$ cat src/rtl/cpu_pkg.sv
// Shared CPU definitions: opcode encodings, instruction field positions and
// the fetch-stage state type.
package cpu_pkg;

    localparam logic [5:0] OP_RTYPE = 6'd0;
    localparam logic [5:0] OP_ADDI  = 6'd1;
    localparam logic [5:0] OP_SLL   = 6'd2;
    localparam logic [5:0] OP_SLT   = 6'd3;
    localparam logic [5:0] OP_SW    = 6'd4;
    localparam logic [5:0] OP_LW    = 6'd5;
    localparam logic [5:0] OP_BEQ   = 6'd6;
    localparam logic [5:0] OP_J     = 6'd7;

    localparam int OPC_MSB = 31;
    localparam int OPC_LSB = 26;

    typedef enum logic [1:0] {
        IDLE = 2'd0,
        RUN  = 2'd1,
        DONE = 2'd2
    } fetch_state_e;

    function automatic logic is_jump(input logic [31:0] instr);
        return instr[OPC_MSB:OPC_LSB] == OP_J;
    endfunction

endpackage

$ cat src/rtl/fetch_unit_if.sv
// Instruction-memory port, execute redirect and decode handshake of the
// fetch stage. master = fetch side, slave = surrounding pipeline.
interface fetch_unit_if #(
    parameter int ADDR_W = 6,
    parameter int DATA_W = 32
);
    logic [ADDR_W-1:0] imem_addr;
    logic [DATA_W-1:0] imem_data;
    logic              redirect_valid;
    logic [ADDR_W-1:0] redirect_addr;
    logic              id_valid;
    logic              id_ready;
    logic [DATA_W-1:0] id_instr;
    logic [ADDR_W-1:0] id_pc;
    logic [ADDR_W-1:0] id_pc_next;

    modport master (
        output imem_addr,
        input  imem_data,
        input  redirect_valid,
        input  redirect_addr,
        output id_valid,
        input  id_ready,
        output id_instr,
        output id_pc,
        output id_pc_next
    );

    modport slave (
        input  imem_addr,
        output imem_data,
        output redirect_valid,
        output redirect_addr,
        input  id_valid,
        output id_ready,
        input  id_instr,
        input  id_pc,
        input  id_pc_next
    );
endinterface

$ cat src/rtl/fetch_out_reg.sv
// Valid/ready output register toward decode. Flush clears valid even while
// stalled; the data fields simply hold their last value.
module fetch_out_reg #(
    parameter int ADDR_W = 6,
    parameter int DATA_W = 32
) (
    input  logic              clk,
    input  logic              rst_n,
    input  logic              flush,
    input  logic              load,
    input  logic [DATA_W-1:0] in_instr,
    input  logic [ADDR_W-1:0] in_pc,
    input  logic [ADDR_W-1:0] in_pc_next,
    input  logic              out_ready,
    output logic              out_valid,
    output logic [DATA_W-1:0] out_instr,
    output logic [ADDR_W-1:0] out_pc,
    output logic [ADDR_W-1:0] out_pc_next
);
    logic              valid_q, valid_d;
    logic [DATA_W-1:0] instr_q, instr_d;
    logic [ADDR_W-1:0] pc_q, pc_d;
    logic [ADDR_W-1:0] pc_next_q, pc_next_d;

    always_comb begin
        valid_d   = valid_q;
        instr_d   = instr_q;
        pc_d      = pc_q;
        pc_next_d = pc_next_q;
        if (flush) begin
            valid_d = 1'b0;
        end else if (load) begin
            valid_d   = 1'b1;
            instr_d   = in_instr;
            pc_d      = in_pc;
            pc_next_d = in_pc_next;
        end else if (out_ready) begin
            valid_d = 1'b0;
        end
    end

    always_ff @(posedge clk or negedge rst_n) begin
        if (!rst_n) begin
            valid_q   <= 1'b0;
            instr_q   <= '0;
            pc_q      <= '0;
            pc_next_q <= '0;
        end else begin
            valid_q   <= valid_d;
            instr_q   <= instr_d;
            pc_q      <= pc_d;
            pc_next_q <= pc_next_d;
        end
    end

    assign out_valid   = valid_q;
    assign out_instr   = instr_q;
    assign out_pc      = pc_q;
    assign out_pc_next = pc_next_q;
endmodule

$ cat src/rtl/fetch_unit.sv
// Instruction fetch: owns the PC, predecodes jumps for zero-bubble redirection,
// honours execute redirects and feeds decode through fetch_out_reg.
module fetch_unit
    import cpu_pkg::*;
#(
    parameter int                ADDR_W       = 6,
    parameter int                DATA_W       = 32,
    parameter logic [ADDR_W-1:0] RESET_PC     = '0,
    parameter bit                STOP_ON_ZERO = 1'b1
) (
    input  logic                clk,
    input  logic                rst_n,
    input  logic                start,
    fetch_unit_if.master        bus,
    output logic                done,
    output logic [15:0]         fetch_count
);
    localparam logic [ADDR_W-1:0] PC_ONE = ADDR_W'(1);

    fetch_state_e      state_q, state_d;
    logic [ADDR_W-1:0] pc_q, pc_d;
    logic              done_q, done_d;
    logic [15:0]       fetch_count_q, fetch_count_d;

    logic              redirect;
    logic              load;
    logic              stop;
    logic              forward;
    logic [ADDR_W-1:0] pc_inc;

    assign bus.imem_addr = pc_q;
    assign pc_inc        = pc_q + PC_ONE;

    // Redirects only count once the program has been started.
    assign redirect = bus.redirect_valid && (state_q != IDLE);
    assign load     = (state_q == RUN) && !bus.redirect_valid
                      && (!bus.id_valid || bus.id_ready);
    assign stop     = load && STOP_ON_ZERO && (bus.imem_data == '0);
    assign forward  = load && !stop;

    always_comb begin
        state_d       = state_q;
        pc_d          = pc_q;
        fetch_count_d = fetch_count_q;
        if (state_q == IDLE) begin
            if (start) begin
                state_d = RUN;
            end
        end else if (redirect) begin
            // Also cancels a stop caused by a wrong-path zero word.
            pc_d    = bus.redirect_addr;
            state_d = RUN;
        end else if (stop) begin
            state_d = DONE;
        end else if (forward) begin
            pc_d = is_jump(bus.imem_data[31:0]) ? bus.imem_data[ADDR_W-1:0] : pc_inc;
            if (fetch_count_q != 16'hFFFF) begin
                fetch_count_d = fetch_count_q + 16'd1;
            end
        end
        done_d = (state_d == DONE);
    end

    always_ff @(posedge clk or negedge rst_n) begin
        if (!rst_n) begin
            state_q       <= IDLE;
            pc_q          <= RESET_PC;
            done_q        <= 1'b0;
            fetch_count_q <= '0;
        end else begin
            state_q       <= state_d;
            pc_q          <= pc_d;
            done_q        <= done_d;
            fetch_count_q <= fetch_count_d;
        end
    end

    assign done        = done_q;
    assign fetch_count = fetch_count_q;

    fetch_out_reg #(
        .ADDR_W (ADDR_W),
        .DATA_W (DATA_W)
    ) u_out_reg (
        .clk         (clk),
        .rst_n       (rst_n),
        .flush       (redirect),
        .load        (forward),
        .in_instr    (bus.imem_data),
        .in_pc       (pc_q),
        .in_pc_next  (pc_inc),
        .out_ready   (bus.id_ready),
        .out_valid   (bus.id_valid),
        .out_instr   (bus.id_instr),
        .out_pc      (bus.id_pc),
        .out_pc_next (bus.id_pc_next)
    );
endmodule

$ cat src/flat_wrapper.sv
// flat-port wrapper written by rule: the top's interface ports become plain ports
module fetch_unit_flat import cpu_pkg::*;
#(
    parameter int                ADDR_W       = 6,
    parameter int                DATA_W       = 32,
    parameter logic [ADDR_W-1:0] RESET_PC     = '0,
    parameter bit                STOP_ON_ZERO = 1'b1
)
  (clk, rst_n, start, done, fetch_count, bus_imem_addr, bus_imem_data, bus_redirect_valid, bus_redirect_addr, bus_id_valid, bus_id_ready, bus_id_instr, bus_id_pc, bus_id_pc_next);
  fetch_unit_if #(.ADDR_W(ADDR_W), .DATA_W(DATA_W)) bus_i ();
  input  logic clk;
  input  logic rst_n;
  input  logic start;
  output logic done;
  output logic [15:0] fetch_count;
  output wire logic [$bits(bus_i.imem_addr)-1:0] bus_imem_addr;
  input wire logic [$bits(bus_i.imem_data)-1:0] bus_imem_data;
  input wire logic [$bits(bus_i.redirect_valid)-1:0] bus_redirect_valid;
  input wire logic [$bits(bus_i.redirect_addr)-1:0] bus_redirect_addr;
  output wire logic [$bits(bus_i.id_valid)-1:0] bus_id_valid;
  input wire logic [$bits(bus_i.id_ready)-1:0] bus_id_ready;
  output wire logic [$bits(bus_i.id_instr)-1:0] bus_id_instr;
  output wire logic [$bits(bus_i.id_pc)-1:0] bus_id_pc;
  output wire logic [$bits(bus_i.id_pc_next)-1:0] bus_id_pc_next;
  assign bus_imem_addr = bus_i.imem_addr;
  assign bus_i.imem_data = bus_imem_data;
  assign bus_i.redirect_valid = bus_redirect_valid;
  assign bus_i.redirect_addr = bus_redirect_addr;
  assign bus_id_valid = bus_i.id_valid;
  assign bus_i.id_ready = bus_id_ready;
  assign bus_id_instr = bus_i.id_instr;
  assign bus_id_pc = bus_i.id_pc;
  assign bus_id_pc_next = bus_i.id_pc_next;
  fetch_unit #(.ADDR_W(ADDR_W), .DATA_W(DATA_W), .RESET_PC(RESET_PC), .STOP_ON_ZERO(STOP_ON_ZERO)) u_core (.clk(clk), .rst_n(rst_n), .start(start), .bus(bus_i), .done(done), .fetch_count(fetch_count));
endmodule
$ cat config.mk
export PLATFORM = sky130hd
export DESIGN_NAME = fetch_unit_flat
export DESIGN_NICKNAME = d
export VERILOG_FILES = /design/src/rtl/cpu_pkg.sv /design/src/rtl/fetch_unit_if.sv /design/src/rtl/fetch_out_reg.sv /design/src/rtl/fetch_unit.sv /design/src/flat_wrapper.sv
export SDC_FILE = /design/constraint.sdc
export NUM_CORES = 1
export LEC_CHECK = 0
export ABC_AREA = 1
export CORE_ASPECT_RATIO = 1.75
export CORE_UTILIZATION = 26
export DETAILED_ROUTE_END_ITERATION = 12
export PLACE_DENSITY = 0.62
export SYNTH_ARGS = -nofsm -noshare
export SYNTH_HDL_FRONTEND = slang
export SYNTH_HIERARCHICAL = 1
export SYNTH_SLANG_ARGS = --single-unit
$ cat constraint.sdc
create_clock -name clk -period 1.6 [get_ports clk]
set_input_delay 0.32 -clock clk [delete_from_list [all_inputs] [get_ports clk]]
set_output_delay 0.32 -clock clk [all_outputs]
set_load 0.005 [all_outputs]
# --- Word-level counts from Yosys, hierarchy flattened ---
# Cells that the tools add are included.
# W data, S select, Z words.
word_totals:
  ramBits: 0
  rom_bits: 0
  reg_bits: 70
  out_inout_bits: 68
  wordCells: 46
  latchBits: 0
  mem_count: 0
op_classes:
  n_reduce_logical: 17
  bitwise: 3
  magnitude_cmp: 0
  shift: 0
  add_sub_neg: 2
  div_mod_pow: 0
  eq_ne: 5
  n_mux: 11
  n_mul: 0
op_table:
  columns: ["op", "n"]
  rows:
  - ["$logic_not A32 Y1", 1]
  - ["$mux W6", 4]
  - ["$add A16 B1 Y16 const B", 1]
  - ["$ne A16 B16 Y1 const B", 1]
  - ["$mux W2", 4]
  - ["$add A6 B1 Y6 const B", 1]
  - ["$eq A6 B3 Y1 const B", 1]
  - ["$logic_and A1 B1 Y1", 5]
  - ["$reduce_and A5 Y1", 1]
  - ["$reduce_bool A2 Y1", 2]
  - ["$logic_not A1 Y1", 3]
  - ["$mux W1", 3]
  - ["$not A1 Y1", 3]
  - ["$reduce_and A3 Y1", 1]
  - ["$reduce_bool A3 Y1", 1]
  - ["$eq A2 B1 Y1 const B", 1]
  - ["$eq A2 B2 Y1 const B", 1]
  - ["$logic_not A2 Y1", 1]
  - ["$ne A2 B1 Y1 const B", 1]
  - ["$reduce_and A2 Y1", 1]
  - ["$logic_or A1 B1 Y1", 1]

# --- Longest topological paths before layout ---
depth:
  word_depth: 9
  depth_mapped: 12
  ltp_nobuf: 9

# --- Modules after synthesis ---
# The synthesis kept the hierarchy.
by_module_without_submodules:
  columns: ["mod", "n_inst", "area_each_um2", "cells_per_inst", "seq_area_each_um2"]
  rows:
  - ["fetch_out_reg", 1, 1830.5, 195, 1126.1]
  - ["fetch_unit", 1, 1762.9, 258, 625.6]

# --- Worst setup path before layout ---
# No wires, ideal clock.
synth_timing:
  path_kind: "register to register"
  startpoint: "register u_core.state_q[1]"
  endpoint: "register u_core.u_out_reg.pc_q[2] (netlist: u_core/u_out_reg/out_pc[2])"
  path_stages_with_launch: 10
  t_arrival_ns: 1.613
  n_path_buf: 3
  synth_period_minus_slack_ns: 1.729
  t_required_ns: 1.483
  slack_ns: -0.129
  path_cell_list: "dfrtp_1 > nor4_4 > inv_2 > nor2_2 > buf_2 > buf_6 > nand2_8 > buf_6 > nand2_1 > nand2_1"
synth_via:
  elab_chain_cells: 7
  word_cells_on_any_way: 10
  cone_classes: "eq/ne (1); bitwise (1); reduce/logical (8)"
synth_rtl:
  columns: ["element", "line", "text"]
  rows:
  - ["start: declaration", "fetch_unit.sv:20", "fetch_state_e state_q, state_d;"]
  - ["start signal: assignment", "fetch_unit.sv:71", "state_q <= state_d;"]
  - ["$eq A2 B1 Y1 (*)", "fetch_unit.sv:36", "assign load = (state_q == RUN) && !bus.redirect_valid"]
  - ["$logic_and A1 B1 Y1 (*)", "fetch_unit.sv:36", null]
  - ["$logic_and A1 B1 Y1 (*)", "fetch_unit.sv:37", "&& (!bus.id_valid || bus.id_ready);"]
  - ["$logic_and A1 B1 Y1", "fetch_unit.sv:38", "assign stop = load && STOP_ON_ZERO && (bus.imem_data == '0);"]
  - ["$logic_not A1 Y1", "fetch_unit.sv:39", "assign forward = load && !stop;"]
  - ["$logic_and A1 B1 Y1 (*)", "fetch_unit.sv:39", null]
  - ["named net u_core.forward", "fetch_unit.sv:28", "logic forward;"]
  - ["$reduce_and A2 Y1 (no source line) (*)", null, null]
  - ["end signal: assignment", "fetch_out_reg.sv:51", "pc_q <= pc_d;"]
  - ["end: declaration", "fetch_out_reg.sv:22", "logic [ADDR_W-1:0] pc_q, pc_d;"]
# Mark *: on every way through the listed nets, which the timed path passes. The rest lies on a longest branch.
# A chain may end at the register's enable or synchronous reset.

# --- Final worst setup path ---
layout_timing:
  startpoint: "register u_core.fetch_count_q[0] (netlist: u_core/fetch_count[0])"
  endpoint: "register u_core.fetch_count_q[11] (netlist: u_core/fetch_count[11])"
layout_via:
  elab_chain_cells: 2
  word_cells_on_any_way: 3
  cone_classes: "add/sub (1); eq/ne (1); reduce/logical (1)"
layout_rtl:
  columns: ["element", "line", "text"]
  rows:
  - ["start: declaration", "fetch_unit.sv:23", "logic [15:0] fetch_count_q, fetch_count_d;"]
  - ["start signal: assignment", "fetch_unit.sv:74", "fetch_count_q <= fetch_count_d;"]
  - ["parallel branches: the longest is 2 deep, another holds $add A16 B1 Y16", null, null]
# Several ways; the timed one is not identified.

==> impl_results.md <==
* Status: finished, violations left
* Violated checks: setup timing
* Fin. Hold Viols at 0
* Worst-Margin Slew at 504 ps
* Post-Route Skew at 5.50 ps
* IO Pins at 111
* Post-DP HPWL at 7.73 mm
* Synth Register Bits at 70
* Max Root-Sink Buffers at 2
* Sink Count at 70
* Switching pwr at 1.77 mW
* Largest area contributor in the netlist: dfrtp_1
* Relative slew margins at 0.664
* Main area contributors after synthesis: dfrtp_1 49%, nand2_1 20%, nand3_1 11%
* Die Wd at 90.9 um
* Area grow syn2layout at 62.8%
* Seq/Total Area, Yosys at 0.487
* Remaining Overflow, GRT at 0
* Number of buffers created by CTS at 9
* Synth top area share at 0.487
* ANT nets after route at 0
* Sequential share of power at 0.372
* # setup viols final at 1
* Fin crit period at 1600 ps
* Max_cap viols at 0
* Hold WC Path Type: in2reg
* Clock Tree Root: clkbuf_16
* GRT Overall Usage at 0.152
* Die height at 158 um
* Mean routed wirelength per cell at 14.0 um
* Mapped Cells at 453
* Largest net degree at the start of global routing at 46
* Endpoint class of the critical path: flop
* Area after DPL at 5130 um2
* Power Dens Cells at 1050 nW/um2
* Number of synthesized flops with an enable pin at 0
* Die area at 14300 um2
* DRC at 0
* Syn_area_per_cell at 7.93 um2
* Slew Viols, Final at 0
* Post-route setup slack at -0.872 ps
* CTS tree: yes
* Asr flop ratio synth at 1.00
* Distinct cell type count after synthesis at 29
* Vias at 3701
* Critical setup path kind: reg2reg
* Worst hold slack at 380 ps
* Required @ worst endpoint at 1860 ps
* Worst Path Arrival at 1860 ps
* Initial antenna violation count at 0
* Switching Fraction at 0.289
* DR pass1 iterations at 4
* Commonest non-fill, non-tap cell in the layout: nand2_1
* Vias per cell at 4.57
* H-Tree Level Count at 3
* Crit. Startpoint: u_core/fetch_count[0]
* Fin crit share at 1.00
* R2R Path Start: u_core/fetch_count[0]
* Worst reg2reg setup slack at -0.9 ps
* Clock power frac at 0.323
* Int Power at 4.35 mW
* Skew-Pair Late Insertion Delay at 330 ps
* Leak Pwr at 2.98 nW
* Commonest cells after routing, fill and taps aside: 178 x nand2_1, 77 x nand3_1, 67 x clkdlybuf4s50_1
* FF-to-FF path depth at 9
* Number of global-route vias before repair at 3525
* Number of diodes at 0
* Combinational share of power at 0.305
* Unrepaired setup endpoints after global routing: true
* Post-synth net total at 498
* Crit path capture: u_core/fetch_count[11]
* Drt first-iter violations at 130
* First-pass GRT wire length at 16.9 mm
* Synth warnings at 6
* R2R Path End: u_core/fetch_count[11]
* Design Area, Final at 5850 um2
* Primary FF master, synth: dfrtp_1
* Core ar. at 13500 um2
* Effective utilization at floorplan at 0.267
* Post-Route WL at 11.3 mm
* I/O Buffers at 110
* GPL Wtd Cong at 0.864
* CP max FO at 8
* Row count at 56
* Synthesized area at 3590 um2
* Max VDD drop at 0.664 mV
* Nets at 676
* Clk slew on worst S/H paths at 60 ps
* Number of fill cells at 1372
* Share of layout cells above drive strength 1 at 0.222
* Worst Setup Start Kind: flop
* Fmax at 625 MHz
## cell families after synthesis
| family | Yosys count | synth area share |
|---|---|---|
| AND/OR/NAND/NOR | 326 | 0.402 |
| AO/OA/AOI/OAI | 3 | 0.00522 |
| flip-flops | 70 | 0.487 |
| adder cells (fa/ha/maj) | 2 | 0.00696 |
| buffers and inverters | 37 | 0.0616 |
| XOR/XNOR | 15 | 0.0366 |
## sequential cells by signal, summed over array words and instances, names as in the netlist
| signal | count |
|---|---|
| u_core/fetch_count | 16 |
| u_core/u_out_reg/out_pc | 6 |
| u_core/u_out_reg/out_valid | 1 |
| u_core/state_q | 2 |
| u_core/done | 1 |
| u_core/u_out_reg/out_pc_next | 6 |
| u_core/u_out_reg/out_instr | 32 |
| u_core/bus.imem_addr | 6 |
## repair_timing
| action | in CTS | in global routing |
|---|---|---|
| resized for setup | 55 | 35 |
| buffers inserted | 19 | 13 |
| endpoints found under the hold margin | 15 | 0 |
| pin swaps | 24 | 16 |
| cloned | 0 | 4 |
| hold buffers | 1 | 0 |
| endpoints found under the setup margin | 84 | 68 |
## area by class of cell
| cell class | instances | area (um2) | share of cell area |
|---|---|---|---|
| Inverter | 19 | 73.8 | 0.0126 |
| Tap cell | 174 | 218 | 0.0372 |
| Clock inverter | 6 | 71.3 | 0.0122 |
| Timing Repair Buffer | 181 | 1690 | 0.289 |
| Sequential cell | 70 | 1760 | 0.302 |
| Multi-Input combinational cell | 350 | 1800 | 0.308 |
| Clock buffer | 10 | 229 | 0.0391 |
## worst min-delay path by stage
stage	depth (start not counted)	from	end
after floorplan	0	rst_n	u_core/bus.imem_addr[0]
after global placement	1	rst_n	u_core/u_out_reg/out_instr[11]
after detailed placement	1	rst_n	u_core/u_out_reg/out_instr[11]
after CTS	3	bus_imem_data[18]	u_core/u_out_reg/out_instr[18]
after global routing	3	bus_imem_data[9]	u_core/u_out_reg/out_instr[9]
final	3	bus_imem_data[9]	u_core/u_out_reg/out_instr[9]
## worst max-delay path, cell delays in order (launching register included)
cell and delay, ps:
dfrtp_1 430, ha_4 180, nand2_4 60, nor2_4 130
nand2_4 80, nor2_4 260, nand2_8 140, nand2_8 140
nand2_2 60, nand2_1 60
## power groups by stage
stage	sequential [mW]	clock (mW)	combinational, mW
after detailed placement	2.35	0	1.56
after global placement	2.34	0	1.52
final	2.27	1.98	1.87
after global routing	2.31	2.12	2.04
after floorplan	2.34	0	0.554
after CTS	2.26	2.04	1.75
## per-stage QoR
stage	TNS (ps)	util	std cells	setup slack, ps	total power, mW
6_report	-0.872	0.435	810	-0.872	6.12
5_1_grt	-449	0.435	810	-65.1	6.47
4_1_cts	0	0.416	794	1.30	6.06
3_5_place_dp	-30500	0.382	758	-496	3.90
3_3_place_gp	-26950	0.382	758	-432	3.87
2_1_floorplan	0	-	453	0.890	2.89
## routing by layer
layer	up-vias	part of all wire	routed length (um)	track usage
met1	1742	0.36	4110	0.149
met5	-	0	0	0
met2	128	0.55	6270	0.295
li1	1803	-	-	-
met4	0	0.031	355	0.0801
met3	28	0.051	583	0.0314
## cell usage after synthesis, types with 2 or more instances
master      n
nand2_4     2
xnor2_1     5
clkbuf_4    3
nand2_1   190
buf_2       4
buf_4       5
nand3b_1    5
dfrtp_1    70
nor2_4      3
inv_2       2
xor2_1     10
nor2_2      2
nor2_1     37
inv_1      16
nand3_1    79
buf_6       6
ha_1        2
Note: power is estimated with default switching activity, not from simulation.
